## src/rtl/vga_sync_timing_receiver.sv

```systemverilog
// Receive side of the VGA sync interface: recovers pixel/line position, measures line, hsync and
// frame timing, and declares lock. Define SYNC_POLARITY_DETECT_EN to auto-detect sync polarity.
module vga_sync_timing_receiver #(
  parameter int unsigned COUNTER_SIZE      = 11,
  parameter int unsigned LINE_COUNTER_SIZE = 11,
  parameter int unsigned LOCK_FRAMES       = 2,
  parameter bit          SYNC_ACTIVE_LOW   = 1'b1
) (
  input  logic                         control_clock,
  input  logic                         control_reset_n,
  input  logic                         counter_enable,
  input  logic                         hsync_in,
  input  logic                         vsync_in,
  output logic [COUNTER_SIZE-1:0]      pixel_x,
  output logic [LINE_COUNTER_SIZE-1:0] line_y,
  output logic [COUNTER_SIZE-1:0]      line_length,
  output logic [COUNTER_SIZE-1:0]      hsync_width,
  output logic [LINE_COUNTER_SIZE-1:0] frame_lines,
  output logic                         frame_start,
`ifdef SYNC_POLARITY_DETECT_EN
  output logic                         sync_polarity_low,
`endif
  output logic                         locked
);

  localparam int unsigned CW = COUNTER_SIZE;
  localparam int unsigned LW = LINE_COUNTER_SIZE;
  localparam logic [CW-1:0] PixMax  = {CW{1'b1}};
  localparam logic [CW-1:0] PixOne  = CW'(1);
  localparam logic [LW-1:0] LineMax = {LW{1'b1}};
  localparam logic [LW-1:0] LineOne = LW'(1);

  typedef enum logic [1:0] {StSearch, StMeasure, StVerify, StLocked} state_e;

  state_e          state_q, state_d;
  logic [CW-1:0]   pixel_x_q, pixel_x_d, hw_cnt_q, hw_cnt_d, hsync_width_q, hsync_width_d;
  logic [CW-1:0]   line_length_q, line_length_d, meas_len;
  logic [LW-1:0]   line_y_q, line_y_d, frame_lines_q, frame_lines_d, meas_lines;
  logic            hs_prev_q, hs_prev_d, vs_prev_q, vs_prev_d;
  logic            frame_start_q, locked_q, got_len_q, got_len_d;
  logic [3:0]      match_q, match_d;
  logic [1:0]      pol_low, pol_low_d;  // bit 0 hsync, bit 1 vsync; 1 = active low
  logic            pol_ready;
  logic            hs_act, vs_act, hs_edge, hs_fall, vs_edge, timeout, mismatch;

  assign hs_act   = hsync_in ^ pol_low[0];
  assign vs_act   = vsync_in ^ pol_low[1];
  assign hs_edge  = counter_enable & hs_act & ~hs_prev_q;
  assign hs_fall  = counter_enable & ~hs_act & hs_prev_q;
  assign vs_edge  = counter_enable & vs_act & ~vs_prev_q;
  assign meas_len   = pixel_x_q + PixOne;
  assign meas_lines = line_y_q + LineOne;
  // A saturated counter with no resetting edge means the sync has gone away.
  assign timeout  = counter_enable & (((pixel_x_q == PixMax) & ~hs_edge) |
                                      ((line_y_q == LineMax) & ~vs_edge));
  assign mismatch = (hs_edge & (meas_len != line_length_q)) |
                    (vs_edge & (meas_lines != frame_lines_q));

`ifdef SYNC_POLARITY_DETECT_EN
  localparam int unsigned DW = CW + LW;
  logic [1:0][DW-1:0] hi_q, hi_d, lo_q, lo_d;
  logic [1:0]         seen_q, seen_d, pol_ok_q, pol_ok_d, pol_q, raw, raw_prev;

  assign raw      = {vsync_in, hsync_in};
  assign raw_prev = {vs_prev_q, hs_prev_q} ^ pol_q;

  // Over one raw rising-to-rising period, the shorter level is the active one.
  always_comb begin
    hi_d      = hi_q;
    lo_d      = lo_q;
    seen_d    = seen_q;
    pol_ok_d  = pol_ok_q;
    pol_low_d = pol_q;
    for (int i = 0; i < 2; i++) begin
      if (state_q != StSearch) begin
        seen_d[i]   = 1'b0;
        pol_ok_d[i] = 1'b0;
      end else if (counter_enable) begin
        if (raw[i] & ~raw_prev[i]) begin
          if (seen_q[i]) begin
            pol_low_d[i] = lo_q[i] < hi_q[i];
            pol_ok_d[i]  = 1'b1;
          end
          seen_d[i] = 1'b1;
          hi_d[i]   = DW'(1);
          lo_d[i]   = '0;
        end else if (raw[i]) begin
          if (hi_q[i] != {DW{1'b1}}) hi_d[i] = hi_q[i] + DW'(1);
        end else if (lo_q[i] != {DW{1'b1}}) begin
          lo_d[i] = lo_q[i] + DW'(1);
        end
      end
    end
  end

  always_ff @(posedge control_clock) begin
    if (!control_reset_n) begin
      hi_q     <= '0;
      lo_q     <= '0;
      seen_q   <= '0;
      pol_ok_q <= '0;
      pol_q    <= '0;
    end else begin
      hi_q     <= hi_d;
      lo_q     <= lo_d;
      seen_q   <= seen_d;
      pol_ok_q <= pol_ok_d;
      pol_q    <= pol_low_d;
    end
  end

  assign pol_low           = pol_q;
  assign pol_ready         = &pol_ok_q;
  assign sync_polarity_low = pol_q[0];
`else
  assign pol_low   = {2{SYNC_ACTIVE_LOW}};
  assign pol_low_d = pol_low;
  assign pol_ready = 1'b1;
`endif

  always_comb begin
    pixel_x_d     = pixel_x_q;
    line_y_d      = line_y_q;
    hw_cnt_d      = hw_cnt_q;
    hsync_width_d = hsync_width_q;
    hs_prev_d     = hs_prev_q;
    vs_prev_d     = vs_prev_q;
    if (counter_enable) begin
      if (hs_edge) pixel_x_d = '0;
      else if (pixel_x_q != PixMax) pixel_x_d = pixel_x_q + PixOne;
      if (vs_edge) line_y_d = '0;
      else if (hs_edge && (line_y_q != LineMax)) line_y_d = line_y_q + LineOne;
      if (hs_edge) hw_cnt_d = PixOne;
      else if (hs_act && (hw_cnt_q != PixMax)) hw_cnt_d = hw_cnt_q + PixOne;
      if (hs_fall) hsync_width_d = hw_cnt_q;
      // History is stored normalised to the polarity in force after this tick.
      hs_prev_d = hsync_in ^ pol_low_d[0];
      vs_prev_d = vsync_in ^ pol_low_d[1];
    end
  end

  always_comb begin
    state_d       = state_q;
    line_length_d = line_length_q;
    frame_lines_d = frame_lines_q;
    match_d       = match_q;
    got_len_d     = got_len_q;
    unique case (state_q)
      StSearch: begin
        if (vs_edge && pol_ready) begin
          state_d   = StMeasure;
          got_len_d = 1'b0;
        end
      end
      StMeasure: begin
        if (timeout) begin
          state_d       = StSearch;
          line_length_d = '0;
          frame_lines_d = '0;
        end else begin
          if (hs_edge && !got_len_q) begin
            line_length_d = meas_len;
            got_len_d     = 1'b1;
          end
          if (vs_edge) begin
            if (got_len_q) begin
              frame_lines_d = meas_lines;
              match_d       = '0;
              state_d       = StVerify;
            end else begin
              got_len_d = 1'b0;
            end
          end
        end
      end
      StVerify, StLocked: begin
        if (timeout || mismatch) begin
          state_d       = StSearch;
          line_length_d = '0;
          frame_lines_d = '0;
        end else if (vs_edge && (state_q == StVerify)) begin
          match_d = match_q + 4'd1;
          if (match_d == 4'(LOCK_FRAMES)) state_d = StLocked;
        end
      end
    endcase
  end

  always_ff @(posedge control_clock) begin
    if (!control_reset_n) begin
      state_q       <= StSearch;
      pixel_x_q     <= '0;
      line_y_q      <= '0;
      hw_cnt_q      <= '0;
      hsync_width_q <= '0;
      line_length_q <= '0;
      frame_lines_q <= '0;
      hs_prev_q     <= 1'b0;
      vs_prev_q     <= 1'b0;
      match_q       <= '0;
      got_len_q     <= 1'b0;
      frame_start_q <= 1'b0;
      locked_q      <= 1'b0;
    end else begin
      state_q       <= state_d;
      pixel_x_q     <= pixel_x_d;
      line_y_q      <= line_y_d;
      hw_cnt_q      <= hw_cnt_d;
      hsync_width_q <= hsync_width_d;
      line_length_q <= line_length_d;
      frame_lines_q <= frame_lines_d;
      hs_prev_q     <= hs_prev_d;
      vs_prev_q     <= vs_prev_d;
      match_q       <= match_d;
      got_len_q     <= got_len_d;
      frame_start_q <= vs_edge;
      locked_q      <= (state_d == StLocked);
    end
  end

  assign pixel_x     = pixel_x_q;
  assign line_y      = line_y_q;
  assign line_length = line_length_q;
  assign hsync_width = hsync_width_q;
  assign frame_lines = frame_lines_q;
  assign frame_start = frame_start_q;
  assign locked      = locked_q;

endmodule
```

## config.mk

```make
export PLATFORM = sky130hd
export DESIGN_NAME = vga_sync_timing_receiver
export DESIGN_NICKNAME = d
export VERILOG_FILES = /design/src/rtl/vga_sync_timing_receiver.sv
export SDC_FILE = /design/constraint.sdc
export NUM_CORES = 1
export LEC_CHECK = 0
export ABC_AREA = 1
export CORE_MARGIN = 2
export CORE_UTILIZATION = 49
export CTS_CLUSTER_DIAMETER = 200
export DETAILED_ROUTE_END_ITERATION = 10
export GPL_ROUTABILITY_DRIVEN = 0
export GPL_TIMING_DRIVEN = 0
export PLACE_DENSITY = 0.84
export SETUP_SLACK_MARGIN = 0.4
export SYNTH_ARGS = -nofsm -noshare
export SYNTH_HDL_FRONTEND = slang
export SYNTH_SLANG_ARGS = --single-unit
```

## constraint.sdc

```tcl
create_clock -name control_clock -period 2.55 [get_ports control_clock]
set_input_delay 0.255 -clock control_clock [delete_from_list [all_inputs] [get_ports control_clock]]
set_output_delay 0.255 -clock control_clock [all_outputs]
set_load 0.005 [all_outputs]
```

==> reports/metrics.yaml, run 1 <==
synth:
  synth_area_leader_cell: "dfxtp_1"
  syn_inst: 635
  yosysSeqAreaShare_pct: 36.7
  synth_top_area_share_pct: 36.7
  syn_nets: 645
  synth.distinct_cells: 43
  yosysWarnings: 0
  avgSynthCellArea_um2: 6.61
  syn_area_um2: 4200
  ys_ff_latch: 77
  yosys-top-cells-area: "dfxtp_1 37%, nand2_1 16%, nor2_1 8.8%, nand3_1 7.1%, inv_1 6.0%"
final_layout:
  num_antenna_cells: 0
  final_common_cell: "nand2_1"
  drive_above_1_share_pct: 19.7
  layout_common_cells: "148 x nand2_1, 94 x nor2_1, 66 x dfxtp_1"
  fillers: 665
  final_nets: 737
  area_growth_pct: 33.0
grt:
  grt_pass1_vias: 4257
  grt_overflow_total: 0
  antenna_found_initial: 0
  grt_max_degree: 16
  grt_usage_pct: 25.4
  grt_pass1_wl_mm: 18.4
die:
  die-area_um2: 9330
  die_y_um: 96.6
  io_pins: 62
  core_area_um2: 8260
  die_w_um: 96.6
  initial_utilization_pct: 50.9
  rows: 33
detailed_routing:
  drt_iter0_drc: 298
  vias: 4531
  via_per_inst: 5.41
  wire_per_inst_um: 14.2
  remaining_drc_errors: 0
  ant_nets: 0
  first_pass_iters: 5
  wl_mm: 11.9
min_path:
  whs_endpoint: "pixel_x[1]"
  hold_path_depth: 3
  min_from: "counter_enable"
  hp-class: "in2reg"
timing:
  fin_skew_ns: 0.0141
  holdWs_ns: 0.271
  tightest_slew_ns: 0.568
  post-route-min-period_ns: 2.31
  setup_viol: 0
  fin_crit_sh_pct: 90.7
  rsz0062_at_grt: "true"
  fmax_mhz: 433
  drv_slew: 0
  maxSlewHeadroom_pct: 62.0
  hold_viol: 0
critical_path:
  critPathBufInv: 1
  crit_type: "reg2reg"
  crit_family: "simple AND/OR/NAND/NOR gates"
  crit_chain: "ha_4, nand2_4, nor2_4, nand2_2, nand2_2, nand3_2, nand2_2, nand2_1, nor2_1, nand3_1, nand2_2, nand4_4, nand2_4, buf_8, nand2_1, nand2_1, nor2_1"
  required_ns: 2.81
  cpPeakStageDelay_ns: 0.38
  ff2ff_path_depth: 17
  r2r-start: "pixel_x[1]"
  cp_common_cell: "nand2_2"
  end_kind: "flop"
  cp_slowest_cell: "dfxtp_4"
  path_max_fanout: 6
  arrival_ns: 2.57
  worstSetupStartpointType: "flop"
  rr_endpoint: "frame_lines[10]"
  rrSetupSlack_ns: 0.24
power_and_ir_drop:
  vdd_drop_max_mv: 0.538
  power_uw: 2600
  power_leakage_uw: 0.00241
  p_per_area_nw_per_um2: 465
cts:
  cts-root-buf: "clkbuf_8"
  cts_made_buffers: 9
  cts_sinks: 77
  cts-htree-levels: 3
  clock_latency_ns: 0.37
  clockBufferDepth: 2
  cts_tree: "built"
  clk_pin_slew_worst_paths_ns: 0.10
  cts_hold_buf: 0
flow_run:
  drv_cap: 0
placement:
  port_buffers: 60
  dp_hpwl_mm: 7.93
outcome:
  outcome: "completed"
## cells by family (layout without fill, tap and decap cells)
family / Yosys count / count (layout) / synth area share [%]
compound gates: 75 / 75 / 11.5
flops: 77 / 77 / 36.7
xor+xnor: 9 / 9 / 1.88
simple gates: 376 / 376 / 39.3
fa+ha+maj: 5 / 5 / 1.49
buf+inv: 93 / 190 / 9.09
## area by class of cell
| class | count | area, um^2 | area share, % |
|---|---|---|---|
| tap | 105 | 131 | 2.35 |
| timing repair buffer | 81 | 815 | 14.6 |
| clock buffer | 9 | 124 | 2.22 |
| sequential | 77 | 1560 | 28.0 |
| buffer | 18 | 113 | 2.02 |
| multi-input combinational | 465 | 2500 | 44.8 |
| clock inverter | 7 | 57.6 | 1.03 |
| inverter | 75 | 284 | 5.08 |
## where the power goes
part / switching (uW) / total [uW] / leakage [uW] / internal, uW
sequential: 51.9 / 1300 / 0.000631 / 1240
combinational: 238 / 417 / 0.00169 / 180
clock: 519 / 886 / 0.0000881 / 367
total: 808 / 2600 / 0.00241 / 1790
## per-layer routing
layer	GRT usage (%)	vias to the layer above	part of all wire (%)
met1	28.5	2083	40
met4	10.7	0	2.3
met5	0	-	0
met2	45.2	183	51
li1	-	2225	-
met3	6.90	40	6.6
## stage by stage
step	setup TNS, ns	setup WS (ns)	cells	util, %	instance area [um^2]
CTS	0	0.315	831	64.9	5360
detailed placement	-0.119	-0.0333	800	59.7	4930
global placement	0	0.0243	800	59.7	4930
floorplan	0	0.451	635	-	4200
global route	0	0.0848	837	67.7	5590
finish	0	0.238	837	67.7	5590
## worst register-to-register path: cells and delay by family, from the launching register on
family,cells,cell delay (ns)
adders and majority gates,1,0.16
buffers and inverters,1,0.15
DFF,1,0.38
and+or+nand+nor,15,1.55
## flip-flops by register name, summed over array words and instances, names as in the netlist
name and count:
frame_start 1, line_length 11, match_q 4, vs_prev_q 1
locked 1, got_len_q 1, frame_lines 11, hw_cnt_q 11
state_q 2, line_y 11, hs_prev_q 1, hsync_width 11
pixel_x 11
## synthesized netlist by cell type, drive strengths merged
cell / instances
a211oi: 2
o21ai: 16
o2111ai: 1
xnor2: 3
a21oi: 33
xor2: 6
buf: 7
a31oi: 1
or2: 3
o21a: 2
nor2: 109
nand3b: 2
o21bai: 2
inv: 73
nand4: 4
nor4: 2
dfxtp: 77
nand3: 63
ha: 5
clkbuf: 11
nand2: 188
a221oi: 7
a31o: 1
nor3: 5
clkinv: 2
a22oi: 10
## how the worst max path moves through the flow
| stage | from | slack, ns | cells after the start | end |
|---|---|---|---|---|
| 5_1_grt | pixel_x[1] | 0.08 | 17 | frame_lines[10] |
| 6_report | pixel_x[1] | 0.24 | 17 | frame_lines[10] |
| 3_5_place_dp | pixel_x[1] | -0.03 | 17 | line_length[10] |
| 2_1_floorplan | line_y[1] | 0.45 | 17 | line_length[10] |
| 3_3_place_gp | pixel_x[1] | 0.02 | 17 | line_length[10] |
| 4_1_cts | pixel_x[0] | 0.31 | 17 | frame_lines[3] |
## repair_timing
| item | in CTS | in global routing |
|---|---|---|
| cloned | 1 | 1 |
| endpoints found under the setup margin | 41 | 46 |
| buffers inserted | 14 | 5 |
| pin swaps | 8 | 14 |
| resized for setup | 39 | 49 |
Note: power is estimated with default switching activity, not from simulation.
==> inputs of run 2 (changes only) <==
--- a/config.mk
+++ b/config.mk
@@ -12,6 +12,7 @@
 export DETAILED_ROUTE_END_ITERATION = 10
 export GPL_ROUTABILITY_DRIVEN = 0
 export GPL_TIMING_DRIVEN = 0
+export HOLD_SLACK_MARGIN = 0.03
 export PLACE_DENSITY = 0.84
 export SETUP_SLACK_MARGIN = 0.4
 export SYNTH_ARGS = -nofsm -noshare
==> results of run 2 <==
The final DEF is identical to that of run 1; final timing and power are the same.
==> inputs of run 3 (changes only) <==
--- a/config.mk
+++ b/config.mk
@@ -6,7 +6,6 @@
 export NUM_CORES = 1
 export LEC_CHECK = 0
 export ABC_AREA = 1
-export CORE_MARGIN = 2
 export CORE_UTILIZATION = 49
 export CTS_CLUSTER_DIAMETER = 200
 export DETAILED_ROUTE_END_ITERATION = 10
@@ -15,6 +14,7 @@
 export HOLD_SLACK_MARGIN = 0.03
 export PLACE_DENSITY = 0.84
 export SETUP_SLACK_MARGIN = 0.4
+export SLEW_MARGIN = 0
 export SYNTH_ARGS = -nofsm -noshare
 export SYNTH_HDL_FRONTEND = slang
 export SYNTH_SLANG_ARGS = --single-unit
==> run 3 against run 2 <==
Net effect:
- largest power group unchanged
- combinational power hardly changed
- global-route usage is 0.91 points higher
- setup slack worse by 0.049 ns
- sequential power hardly changed
- clock-buffer cell count stayed put
- highest routed layer unchanged
- routed wire length is 1.3% higher
- critical path depth stayed put
- hold slack better by 0.0016 ns
==> reports/metrics.yaml, run 3 (synthesis gave the netlist of run 1 again) <==
cts:
  cts-root-buf: "clkbuf_8"
  cts-htree-levels: 3
  clock_latency_ns: 0.36
  clockBufferDepth: 2
  cts_hold_buf: 0
  cts_tree: "built"
  clk_pin_slew_worst_paths_ns: 0.09
  cts_made_buffers: 9
  cts_sinks: 77
placement:
  port_buffers: 60
  dp_hpwl_mm: 7.73
final_layout:
  area_growth_pct: 33.9
  num_antenna_cells: 0
  drive_above_1_share_pct: 20.9
  final_nets: 737
  final_common_cell: "nand2_1"
  layout_common_cells: "149 x nand2_1, 91 x nor2_1, 65 x inv_1"
timing:
  fmax_mhz: 423
  drv_slew: 0
  rsz0062_at_grt: "true"
  fin_crit_sh_pct: 92.6
  fin_skew_ns: 0.00583
  post-route-min-period_ns: 2.36
  hold_viol: 0
  tightest_slew_ns: 0.576
  setup_viol: 0
  tns_ns: 0
  holdWs_ns: 0.272
  maxSlewHeadroom_pct: 61.6
critical_path:
  crit_family: "simple AND/OR/NAND/NOR gates"
  critPathBufInv: 1
  cp_common_cell: "nand2_2"
  end_kind: "flop"
  crit_chain: "ha_4, nand2_4, nor2_4, nand2_2, nand2_2, nand2_2, nand2_1, nand3_2, nor2_2, nand3_2, nand2_4, nand4_4, nand2_4, buf_8, nand2_2, nand2_1, nor2_1"
  crit_type: "reg2reg"
  worstSetupStartpointType: "flop"
  path_max_fanout: 6
  cpPeakStageDelay_ns: 0.40
  cp_slowest_cell: "dfxtp_4"
  required_ns: 2.81
  arrival_ns: 2.62
die:
  io_pins: 62
  die_w_um: 94.6
  die-area_um2: 8950
  die_y_um: 94.6
  core_area_um2: 8260
  initial_utilization_pct: 50.9
  rows: 33
detailed_routing:
  first_pass_iters: 5
  vias: 4534
  via_per_inst: 5.42
  ant_nets: 0
  remaining_drc_errors: 0
  wire_per_inst_um: 14.4
  wl_mm: 12.1
  drt_iter0_drc: 273
min_path:
  hp-class: "in2reg"
outcome:
  outcome: "completed"
power_and_ir_drop:
  power_leakage_uw: 0.00242
  vdd_drop_max_mv: 0.288
  p_per_area_nw_per_um2: 464
grt:
  antenna_found_initial: 0
  grt_max_degree: 16
  grt_usage_pct: 26.3
  grt_pass1_wl_mm: 18.4
  grt_overflow_total: 0
  grt_pass1_vias: 4087
flow_run:
  drv_cap: 0
[run 3: cell count changes in the layout (fill, tap and decap cells not counted), sizes merged]
cell / change
clkbuf: +2
clkinvlp: +1
buf: -2
inv: -1
[run 3: cell type report]
| class | instances | area (um^2) |
|---|---|---|
| Fill cell | 639 | 2630 |
| Timing Repair Buffer | 81 | 832 |
| Clock inverter | 7 | 60.1 |
| Multi-Input combinational cell | 465 | 2510 |
| Sequential cell | 77 | 1570 |
| Buffer | 18 | 115 |
| Tap cell | 105 | 131 |
| Inverter | 75 | 284 |
| Clock buffer | 9 | 124 |
[run 3: worst paths after layout]
check / startpoint / to / slack [ns] / cells past startpoint
setup / recovery: pixel_x[1] / frame_lines[5] / 0.19 / 17
hold / removal: counter_enable / vs_prev_q / 0.27 / 4
setup reg to reg: pixel_x[1] / frame_lines[5] / 0.19 / 17
hold reg to reg: hsync_width[3] / hsync_width[3] / 0.47 / 2
[run 3: per-stage QoR]
step	power [uW]	cell area [um^2]	utilization [%]	worst slack [ns]	std cells
2_1_floorplan	1530	4200	-	0.451	635
3_3_place_gp	1650	4930	59.7	0.0381	800
3_5_place_dp	1660	4930	59.7	-0.0210	800
4_1_cts	2560	5340	64.6	0.343	828
5_1_grt	2700	5620	68.1	0.0756	837
6_report	2610	5620	68.1	0.189	837
[run 3: what timing repair did]
action	4_1_cts	5_1_grt
cloned	0	2
pin swaps	6	20
gates resized for setup	38	60
setup buffers	12	7
endpoints found under the setup margin	41	49
[run 3: per-layer routing]
| metal | GRT usage, % | wire length, um |
|---|---|---|
| met1 | 30.6 | 4920 |
| met2 | 45.6 | 5860 |
| met3 | 5.31 | 788 |
| met4 | 13.6 | 487 |
| met5 | 0 | 0 |
[run 3: worst reg2reg max path: cells and delay by family (launching register included)]
kind / cells / cell delay, ns
AND/OR/NAND/NOR: 15 / 1.58
flip-flops: 1 / 0.40
adder cells (fa/ha/maj): 1 / 0.15
buffers and inverters: 1 / 0.14
[run 3: report_power, final]
| part | switching (uW) | internal, uW | total [uW] |
|---|---|---|---|
| combinational | 242 | 178 | 420 |
| sequential | 51.2 | 1240 | 1290 |
| clock | 525 | 367 | 892 |
